$ cat src/rtl/riscv_lsu_pkg.sv
// Shared types and constants for the load/store unit: funct3 encodings, FSM states, byte strobes.
// Pure declarations; no logic, no latency, no flow control.
package riscv_lsu_pkg;

  localparam logic [2:0] F3_LB  = 3'b000;
  localparam logic [2:0] F3_LH  = 3'b001;
  localparam logic [2:0] F3_LW  = 3'b010;
  localparam logic [2:0] F3_LBU = 3'b100;
  localparam logic [2:0] F3_LHU = 3'b101;
  localparam logic [2:0] F3_SB  = 3'b000;
  localparam logic [2:0] F3_SH  = 3'b001;
  localparam logic [2:0] F3_SW  = 3'b010;

  localparam logic [3:0] STRB_NONE = 4'b0000;
  localparam logic [3:0] STRB_B    = 4'b0001;
  localparam logic [3:0] STRB_H    = 4'b0011;
  localparam logic [3:0] STRB_W    = 4'b1111;

  typedef enum logic [2:0] {
    IDLE = 3'd0,
    REQ  = 3'd1,
    WAIT = 3'd2,
    DONE = 3'd3,
    ERR  = 3'd4
  } lsu_state_e;

  // Request attributes that must survive until the bus response returns.
  typedef struct packed {
    logic       we;
    logic [2:0] funct3;
    logic [1:0] addr_lo;
  } lsu_ctl_t;

  function automatic logic load_f3_legal(input logic [2:0] f3);
    return (f3 == F3_LB) || (f3 == F3_LH) || (f3 == F3_LW) ||
           (f3 == F3_LBU) || (f3 == F3_LHU);
  endfunction

  function automatic logic store_f3_legal(input logic [2:0] f3);
    return (f3 <= F3_SW);
  endfunction

endpackage

$ cat src/rtl/lsu_load_align.sv
// Picks the addressed byte/half out of a bus word and sign- or zero-extends it per funct3.
// Purely combinational, zero latency; no flow control.
module lsu_load_align
  import riscv_lsu_pkg::*;
(
  input  logic [31:0] rdata,
  input  logic [1:0]  addr_lo,
  input  logic [2:0]  funct3,
  output logic [31:0] load_data
);

  logic [7:0]  byte_sel;
  logic [15:0] half_sel;

  always_comb begin
    byte_sel  = rdata[{addr_lo, 3'b000} +: 8];
    // Half select ignores addr_lo[0], so an unaligned half degrades to the aligned one.
    half_sel  = addr_lo[1] ? rdata[31:16] : rdata[15:0];
    load_data = rdata;
    case (funct3)
      F3_LB:   load_data = {{24{byte_sel[7]}}, byte_sel};
      F3_LH:   load_data = {{16{half_sel[15]}}, half_sel};
      F3_LBU:  load_data = {24'd0, byte_sel};
      F3_LHU:  load_data = {16'd0, half_sel};
      default: load_data = rdata;
    endcase
  end

endmodule

$ cat src/rtl/load_store_unit.sv
// Single-outstanding load/store engine on a word bus; response 1 cycle after rvalid, error response 1 cycle after accept.
// in_ready low whenever not IDLE; bus_req held until bus_gnt. Optional LSU_MISALIGN_CHECK_EN flags unaligned H/W accesses.
module load_store_unit
  import riscv_lsu_pkg::*;
#(
  parameter int ADDR_W = 32,
  parameter int DATA_W = 32
) (
  input  logic              clk,
  input  logic              rst_n,
  input  logic              in_valid,
  output logic              in_ready,
  input  logic              mem_read,
  input  logic              mem_write,
  input  logic [2:0]        funct3,
  input  logic [ADDR_W-1:0] addr,
  input  logic [DATA_W-1:0] store_data,
  output logic              resp_valid,
  output logic              resp_err,
  output logic [DATA_W-1:0] load_data,
  output logic              bus_req,
  output logic              bus_we,
  output logic [ADDR_W-1:0] bus_addr,
  output logic [DATA_W-1:0] bus_wdata,
  output logic [3:0]        bus_wstrb,
  input  logic              bus_gnt,
  input  logic              bus_rvalid,
  input  logic [DATA_W-1:0] bus_rdata
);

  lsu_state_e        state_q, state_d;
  lsu_ctl_t          ctl_q, ctl_d;
  logic [ADDR_W-1:0] addr_q, addr_d;
  logic [DATA_W-1:0] wdata_q, wdata_d;
  logic [3:0]        wstrb_q, wstrb_d;
  logic [DATA_W-1:0] load_data_q, load_data_d;
  logic [DATA_W-1:0] aligned;

  logic is_load, is_store, f3_ok, misalign, bad_req;

  lsu_load_align u_align (
    .rdata     (bus_rdata),
    .addr_lo   (ctl_q.addr_lo),
    .funct3    (ctl_q.funct3),
    .load_data (aligned)
  );

  always_comb begin
    is_load  = mem_read & ~mem_write;
    is_store = mem_write & ~mem_read;
    f3_ok    = is_load ? load_f3_legal(funct3) : store_f3_legal(funct3);
`ifdef LSU_MISALIGN_CHECK_EN
    misalign = ((funct3[1:0] == 2'b01) && addr[0]) ||
               ((funct3[1:0] == 2'b10) && (addr[1:0] != 2'b00));
`else
    misalign = 1'b0;
`endif
    // Both read and write set also lands here: f3_ok is irrelevant then.
    bad_req  = !(is_load || is_store) || !f3_ok || misalign;
  end

  always_comb begin
    state_d     = state_q;
    ctl_d       = ctl_q;
    addr_d      = addr_q;
    wdata_d     = wdata_q;
    wstrb_d     = wstrb_q;
    load_data_d = load_data_q;
    unique case (state_q)
      IDLE: begin
        if (in_valid && (mem_read || mem_write)) begin
          load_data_d = '0;
          if (bad_req) begin
            state_d = ERR;
          end else begin
            state_d = REQ;
            ctl_d   = '{we: is_store, funct3: funct3, addr_lo: addr[1:0]};
            addr_d  = {addr[ADDR_W-1:2], 2'b00};
            wstrb_d = STRB_NONE;
            wdata_d = '0;
            if (is_store) begin
              case (funct3[1:0])
                2'b00: begin
                  wstrb_d = STRB_B << addr[1:0];
                  wdata_d = {4{store_data[7:0]}};
                end
                2'b01: begin
                  wstrb_d = STRB_H << {addr[1], 1'b0};
                  wdata_d = {2{store_data[15:0]}};
                end
                default: begin
                  wstrb_d = STRB_W;
                  wdata_d = store_data;
                end
              endcase
            end
          end
        end
      end
      REQ:  if (bus_gnt) state_d = WAIT;
      WAIT: begin
        if (bus_rvalid) begin
          state_d     = DONE;
          load_data_d = ctl_q.we ? '0 : aligned;
        end
      end
      DONE:    state_d = IDLE;
      ERR:     state_d = IDLE;
      default: state_d = IDLE;
    endcase
  end

  always_ff @(posedge clk or negedge rst_n) begin
    if (!rst_n) begin
      state_q     <= IDLE;
      ctl_q       <= '0;
      addr_q      <= '0;
      wdata_q     <= '0;
      wstrb_q     <= '0;
      load_data_q <= '0;
    end else begin
      state_q     <= state_d;
      ctl_q       <= ctl_d;
      addr_q      <= addr_d;
      wdata_q     <= wdata_d;
      wstrb_q     <= wstrb_d;
      load_data_q <= load_data_d;
    end
  end

  assign in_ready   = (state_q == IDLE);
  assign bus_req    = (state_q == REQ);
  assign bus_we     = ctl_q.we;
  assign bus_addr   = addr_q;
  assign bus_wdata  = wdata_q;
  assign bus_wstrb  = wstrb_q;
  assign resp_valid = (state_q == DONE) || (state_q == ERR);
  assign resp_err   = (state_q == ERR);
  assign load_data  = load_data_q;

endmodule
$ cat config.mk
export PLATFORM = sky130hd
export DESIGN_NAME = load_store_unit
export DESIGN_NICKNAME = d
export VERILOG_FILES = /design/src/rtl/riscv_lsu_pkg.sv /design/src/rtl/lsu_load_align.sv /design/src/rtl/load_store_unit.sv
export SDC_FILE = /design/constraint.sdc
export NUM_CORES = 1
export LEC_CHECK = 0
export BUFFER_PORTS_ARGS = -buffer_cell sky130_fd_sc_hd__buf_4
export CAP_MARGIN = 40
export CORE_MARGIN = 2
export CORE_UTILIZATION = 50
export CTS_BUF_LIST = sky130_fd_sc_hd__clkbuf_8
export DETAILED_ROUTE_END_ITERATION = 10
export HOLD_SLACK_MARGIN = 0.03
export PLACE_DENSITY = 0.82
export SLEW_MARGIN = 20
export SYNTH_ARGS = -nofsm -noshare
export SYNTH_HDL_FRONTEND = slang
export SYNTH_SLANG_ARGS = --single-unit
$ cat constraint.sdc
create_clock -name clk -period 3.6 [get_ports clk]
set_clock_uncertainty 0.15 [all_clocks]
set_input_delay 0.54 -clock clk [delete_from_list [all_inputs] [get_ports clk]]
set_output_delay 0.54 -clock clk [all_outputs]
set_load 0.01 [all_outputs]
=== Word-level counts from Yosys, hierarchy flattened ===
Index checks and enable logic that the tools add are counted.

* Logic and storage cells: 67
* Input bits: 106
* Memory bits (read-only): 0
* Output and inout bits: 105
* Memories: 0
* Bits in latches: 0
* RAM bits: 0
* Flip-flop bits (word level): 107

* Reduce and logical (&&, ||, !) cells: 19
* $add $sub $neg: 0
* Mux-type cells: 16
* Multipliers: 0
* Magnitude comparators: 1
* Div/mod/pow operators: 0
* Bitwise logic cells: 5
* Eq/ne operators: 15
* Shift operators: 3

{| class="wikitable"
|+ Operator list
! kind !! number
|-
| $mux 32 || 4
|-
| $pmux 32 s2 || 2
|-
| $pmux 32 s4 || 1
|-
| $shiftx 32x6->8 || 1
|-
| $mux 16 || 1
|-
| $eq 3x3->1 const B || 5
|-
| $mux 3 || 4
|-
| $eq 3x1->1 const B || 3
|-
| $eq 3x2->1 const B || 3
|-
| $logic_not 3->1 || 3
|-
| $pmux 3 s3 || 1
|-
| $reduce_and 3->1 || 3
|-
| $logic_or 1x1->1 || 8
|-
| $pmux 4 s2 || 1
|-
| $mux 4 || 1
|-
| $ne 2x1->1 const B || 2
|-
| $shl 1x2->4 const A || 1
|-
| $shl 2x2->4 const A || 1
|-
| $le 3x2->1 const B || 1
|-
| $not 1->1 || 3
|-
| $and 1x1->1 || 2
|-
| $eq 2x1->1 const B || 1
|-
| $logic_not 1->1 || 2
|-
| $logic_not 2->1 || 1
|-
| other kinds (4) || 4
|}

=== Depth between registers and ports, before layout ===
* Word-level depth: 11
* Depth in mapped cells: 8
* Depth with buffers taken out: 6

=== By module ===
From an unflattened synthesis, not the netlist that was laid out.

* Cells, all modules: 550
* Area total of the unflattened synthesis: 5904.4 µm²

{| class="wikitable"
|+ Modules (own cells, without submodules)
! module !! instances !! cells each !! area an instance (µm²)
|-
| load_store_unit || 1 || 432 || 5143.7
|-
| lsu_load_align || 1 || 118 || 760.7
|}

=== Least setup slack after synthesis ===
OpenSTA, ideal clock, no wires.

* Kind: input to register
* From: in mem_read
* To: reg load_data_q[10] (netlist: load_data[10])
* Required time: 3.324 ns
* Arrival time: 1.943 ns
* Stages: 6
* Library setup time: 0.126 ns
* Slack: 1.381 ns
* Cells stage by stage: inv_1 ha_1 or3b_1 a211o_1 buf_2 a221o_1

* Longest elaborated chain between the ends: 4

{| class="wikitable"
|+ RTL lines
! element !! RTL line !! source
|-
| start: declaration || load_store_unit.sv:13 || <nowiki>input logic mem_read,</nowiki>
|-
| $logic_or 1x1->1 || load_store_unit.sv:71 || <nowiki>if (in_valid && (mem_read || mem_write)) begin</nowiki>
|-
| $logic_and 1x1->1 || load_store_unit.sv:71 ||
|-
| $ne 2x1->1 (no line) || - ||
|-
| $reduce_and 3->1 (no line) || - ||
|-
| end signal: assignment || load_store_unit.sv:127 || <nowiki>load_data_q <= load_data_d;</nowiki>
|-
| end: declaration || load_store_unit.sv:36 || <nowiki>logic [DATA_W-1:0] load_data_q, load_data_d;</nowiki>
|}

No other way between the ends.
A chain may end at the register's enable or synchronous reset.

=== Final worst setup path ===
* From: reg state_q[0]
* To: reg wdata_q[11] (netlist: bus_wdata[11])

* Longest elaborated chain between the ends: 2

{| class="wikitable"
|+ RTL lines
! element !! RTL line !! source
|-
| start: declaration || load_store_unit.sv:31 || <nowiki>lsu_state_e state_q, state_d;</nowiki>
|-
| start signal: assignment || load_store_unit.sv:122 || <nowiki>state_q <= state_d;</nowiki>
|-
| $logic_not 3->1 || load_store_unit.sv:69 || <nowiki>unique case (state_q)</nowiki>
|-
| $reduce_and 3->1 (no line) || - ||
|-
| end signal: assignment || load_store_unit.sv:125 || <nowiki>wdata_q <= wdata_d;</nowiki>
|-
| end: declaration || load_store_unit.sv:34 || <nowiki>logic [DATA_W-1:0] wdata_q, wdata_d;</nowiki>
|}

No other way between the ends.

==> results.txt <==
----------------------------------------------------
[CTS]
  Post-CTS Repair Setup Buffers ... 0
  Clock Root Buffer ... sky130_fd_sc_hd__clkbuf_8
  Clock transition at path regs ... about 0.11 ns
  Clock buffer count from CTS ... 9
  Worst skew pair latency ... between 0.3 and 0.4 ns
  Clock sink count ... around 110
  Maximum number of buffers from clock root to sink ... 2
  CTS H-tree depth ... 3
  Clock tree from TritonCTS ... done

[Logic synthesis]
  Portion of synthesized cell area occupied by the leading cell type ... 0.503
  Fraction of registers with async set/reset ... 1.00
  Most area-hungry cell type in the Yosys netlist ... sky130_fd_sc_hd__dfrtp_1
  Count leader, synth ... sky130_fd_sc_hd__dfrtp_1
  Top cells by area in the synthesized netlist ... sky130_fd_sc_hd__dfrtp_1 50%, sky130_fd_sc_hd__mux2_2 13%, sky130_fd_sc_hd__mux2i_1 7.0%
  Register bit count reported by yosys ... 107
  Count of mapped cells out of synthesis ... roughly 490
  Area of the mapped netlist ... about 5300 sq um
  Count of yosys warnings during synthesis ... 0
  Mean post-synth cell area ... 11.0 sq um
  Ys flop type ... sky130_fd_sc_hd__dfrtp_1
  Post-synth cell types ... 40
  Register area share after synthesis ... 0.503
  Post-synth EDFFs ... 0
  Most numerous cell types in the synthesized netlist ... 107 x sky130_fd_sc_hd__dfrtp_1, 62 x sky130_fd_sc_hd__mux2_2, 55 x sky130_fd_sc_hd__nand2_1

[Global routing]
  Global router's overall resource usage ... 0.246
  Global-route wire length before repair ... between 20000 and 25000 um
  Maximum number of pins on one net before global-route repair ... 65
  Number of global-route vias before repair ... about 4500
  Initial antenna violation count ... 0
  Sum of overflow across all layers after global routing ... 0

[Layout]
  Share of cells above drive strength 1 ... 0.439
  Area growth from synthesis to layout ... 35.2%
  Post-route standard cell area excluding fillers ... around 7000 sq um
  Antenna cells ... 0
  Number of nets in the layout ... 789
  Fillers ... around 760

[Floorplan]
  Die Y ... roughly 110 um
  Die outline width ... around 110 um
  Row count ... 37
  CORE AREA ... approximately 10000 sq um
  I/O pin total ... around 210
  Initial cell density of the core ... 0.515
  Area of the die ... approximately 11000 sq um

[Placement]
  Half-perimeter wire length of the detailed placement result ... 10800 um
  Routability Congestion ... 0.868
  Number of input and output port buffers inserted ... between 200 and 250
  Cell Area, Placed ... 7000 sq um

[Routing]
  Number of nets still failing antenna checks after routing ... 0
  Total Wirelength ... about 14000 um
  Routed vias ... roughly 4400
  Average vias per placed instance ... approximately 5.3
  Post-route DRC ... 0
  Number of search-and-repair iterations in the first detailed-routing pass ... 4
  Detail-routed net length per standard cell ... 17.1 um
  Count of routing violations after the opening detailed-route iteration ... between 150 and 200

[Critical path]
  CP top delay family ... simple AND/OR/NAND/NOR gates
  Depth of the worst register-to-register path ... 4
  Crit path kind ... reg -> reg
  Cells traversed along the worst timing path ... nor3_1 > nand4_1 > buf_12 > mux2_2
  WP buf/inv ... 1
  Critical path peak fanout ... 64
  Worst-path cell with the longest stage delay ... sky130_fd_sc_hd__nand4_1
  Startpoint of the worst-slack reg-to-reg timing path ... state_q[0]
  Arrival time reported for the critical path endpoint ... about 2.5 ns
  Startpoint type of the worst setup path ... register
  Minimum setup slack among reg-to-reg paths ... 1.22 ns
  End of the worst register-to-register path ... bus_wdata[11]
  Largest stage delay on the critical path ... around 0.50 ns
  Data required time of the critical path ... about 3.7 ns
  Critical Path Sink Type ... register

[Hold path]
  Worst min-delay path startpoint ... addr[14]
  Worst hold endpoint ... bus_addr[14]
  Tightest Hold Check Type ... in -> reg
  Cell count of the worst hold path ... 2

[Timing]
  Count of pins over their slew limit ... 0
  Worst-case headroom to the max-slew limit ... 0.539
  Max Clock Freq ... around 420 MHz
  Setup repair after global routing missed its margin ... no
  Setup-violating endpoint count in the final report ... 0
  Slew at the pin closest to its max-slew limit ... between 0.6 and 0.7 ns
  Shortest clock period the worst path allows after layout ... about 2.4 ns
  Fin Setup TNS ... 0 ns
  Hold violation count in the final report ... 0
  Share of the clock period used by the worst path ... 0.661

[Run status]
  Status ... completed

[Power]
  Worst IR drop on VDD ... 0.359 mV
  Clk network pwr share ... 0.136
  Sequential cell fraction of total power ... 0.415
  Comb pwr share ... 0.449
  Switching component of the power ... approximately 1900 uW
  Leak ... 0.00371 uW
  Switching power as a share of total power ... 0.372
  Power Density ... slightly above 700 nW/um^2
  Internal power summed over all cells ... ~3200 uW

[Job]
  Max capacitance violation total ... 0

----------------------------------------------------
[worst max path at each step]
stage                          endpoint  startpoint  cells after the start
after detailed placement   bus_addr[19]   mem_write                      8
after CTS                  bus_addr[18]  state_q[0]                      4
after floorplan           load_data[10]    mem_read                      6
final                     bus_wdata[11]  state_q[0]                      4
after global routing      bus_wdata[10]  state_q[0]                      4
after global placement    load_data[11]    mem_read                      6
[what timing repair did]
action,in CTS,in global routing
resized for setup,0,0
hold buffers,1,0
endpoints found under the hold margin,35,0
[registers in the layout, summed over array words and instances, names as in the netlist]
| register | flops |
|---|---|
| bus_addr | 30 |
| bus_wdata | 32 |
| bus_we | 1 |
| bus_wstrb | 4 |
| ctl_q | 5 |
| load_data | 32 |
| state_q | 3 |
[logic make-up (layout without fill, tap and decap cells)]
group	after synthesis	count (layout)	share of synthesized area
simple gates	133	133	0.122
flops	107	107	0.503
mux	100	100	0.205
compound gates	82	82	0.113
buf+inv	59	258	0.0487
fa+ha+maj	3	3	0.00705
other cells	1	2	0.000705
[routing by layer]
layer | vias to the layer above | global-route usage | part of all wire
met4 | 0 | 0.0807 | 0.017
li1 | 2067 | - | -
met3 | 20 | 0.0778 | 0.097
met2 | 177 | 0.425 | 0.51
met5 | - | 0 | 0
met1 | 2113 | 0.291 | 0.38
[stage by stage]
stage | instances | hold slack, ns | power, uW | setup slack [ns] | util
floorplan | 486 | 0.0944 | 3300 | 1.38 | -
global placement | 801 | 0.315 | 4390 | 0.845 | 0.672
detailed placement | 804 | 0.322 | 4510 | 0.914 | 0.678
CTS | 821 | 0.225 | 5220 | 1.25 | 0.697
global route | 821 | 0.230 | 5510 | 1.10 | 0.697
finish | 821 | 0.243 | 5170 | 1.22 | 0.697
[area by class of cell]
| class | instances | area [sq um] | area share |
|---|---|---|---|
| Multi-Input combinational cell | 320 | 2390 | 0.332 |
| Tap cell | 136 | 170 | 0.0237 |
| Sequential cell | 107 | 2680 | 0.372 |
| Inverter | 25 | 93.8 | 0.0130 |
| Clock inverter | 7 | 58.8 | 0.00818 |
| Timing Repair Buffer | 217 | 1680 | 0.233 |
| Clock buffer | 9 | 124 | 0.0172 |
[cells in the final DEF (no fill, tap or decap), types with 2 or more instances in the layout]
master and count:
sky130_fd_sc_hd__a21boi_0 8, sky130_fd_sc_hd__a21o_1 2, sky130_fd_sc_hd__a21oi_1 7, sky130_fd_sc_hd__a221o_1 7, sky130_fd_sc_hd__a22o_1 16, sky130_fd_sc_hd__and2_1 2
sky130_fd_sc_hd__buf_4 212, sky130_fd_sc_hd__buf_8 2, sky130_fd_sc_hd__clkbuf_8 9, sky130_fd_sc_hd__clkinv_2 2, sky130_fd_sc_hd__clkinv_4 2, sky130_fd_sc_hd__conb_1 2
sky130_fd_sc_hd__dfrtp_1 107, sky130_fd_sc_hd__ha_1 3, sky130_fd_sc_hd__inv_1 25, sky130_fd_sc_hd__inv_8 2, sky130_fd_sc_hd__mux2_2 62, sky130_fd_sc_hd__mux2i_1 37
sky130_fd_sc_hd__nand2_1 55, sky130_fd_sc_hd__nand2b_1 20, sky130_fd_sc_hd__nand3_1 9, sky130_fd_sc_hd__nand4_1 2, sky130_fd_sc_hd__nor2_1 21, sky130_fd_sc_hd__nor2b_1 16
sky130_fd_sc_hd__nor3_1 3, sky130_fd_sc_hd__o21ai_0 26, sky130_fd_sc_hd__o221ai_1 7, sky130_fd_sc_hd__o22ai_1 2
[power by group through the flow]
stage                     Sequential [uW]  Combinational [uW]  Clock [uW]
final                                2140                2320         703
after global routing                 2210                2530         769
after CTS                            2140                2350         725
after detailed placement             2170                2350           0
after global placement               2150                2240           0
after floorplan                      2250                1050           0
Note: power is estimated with default switching activity, not from simulation.
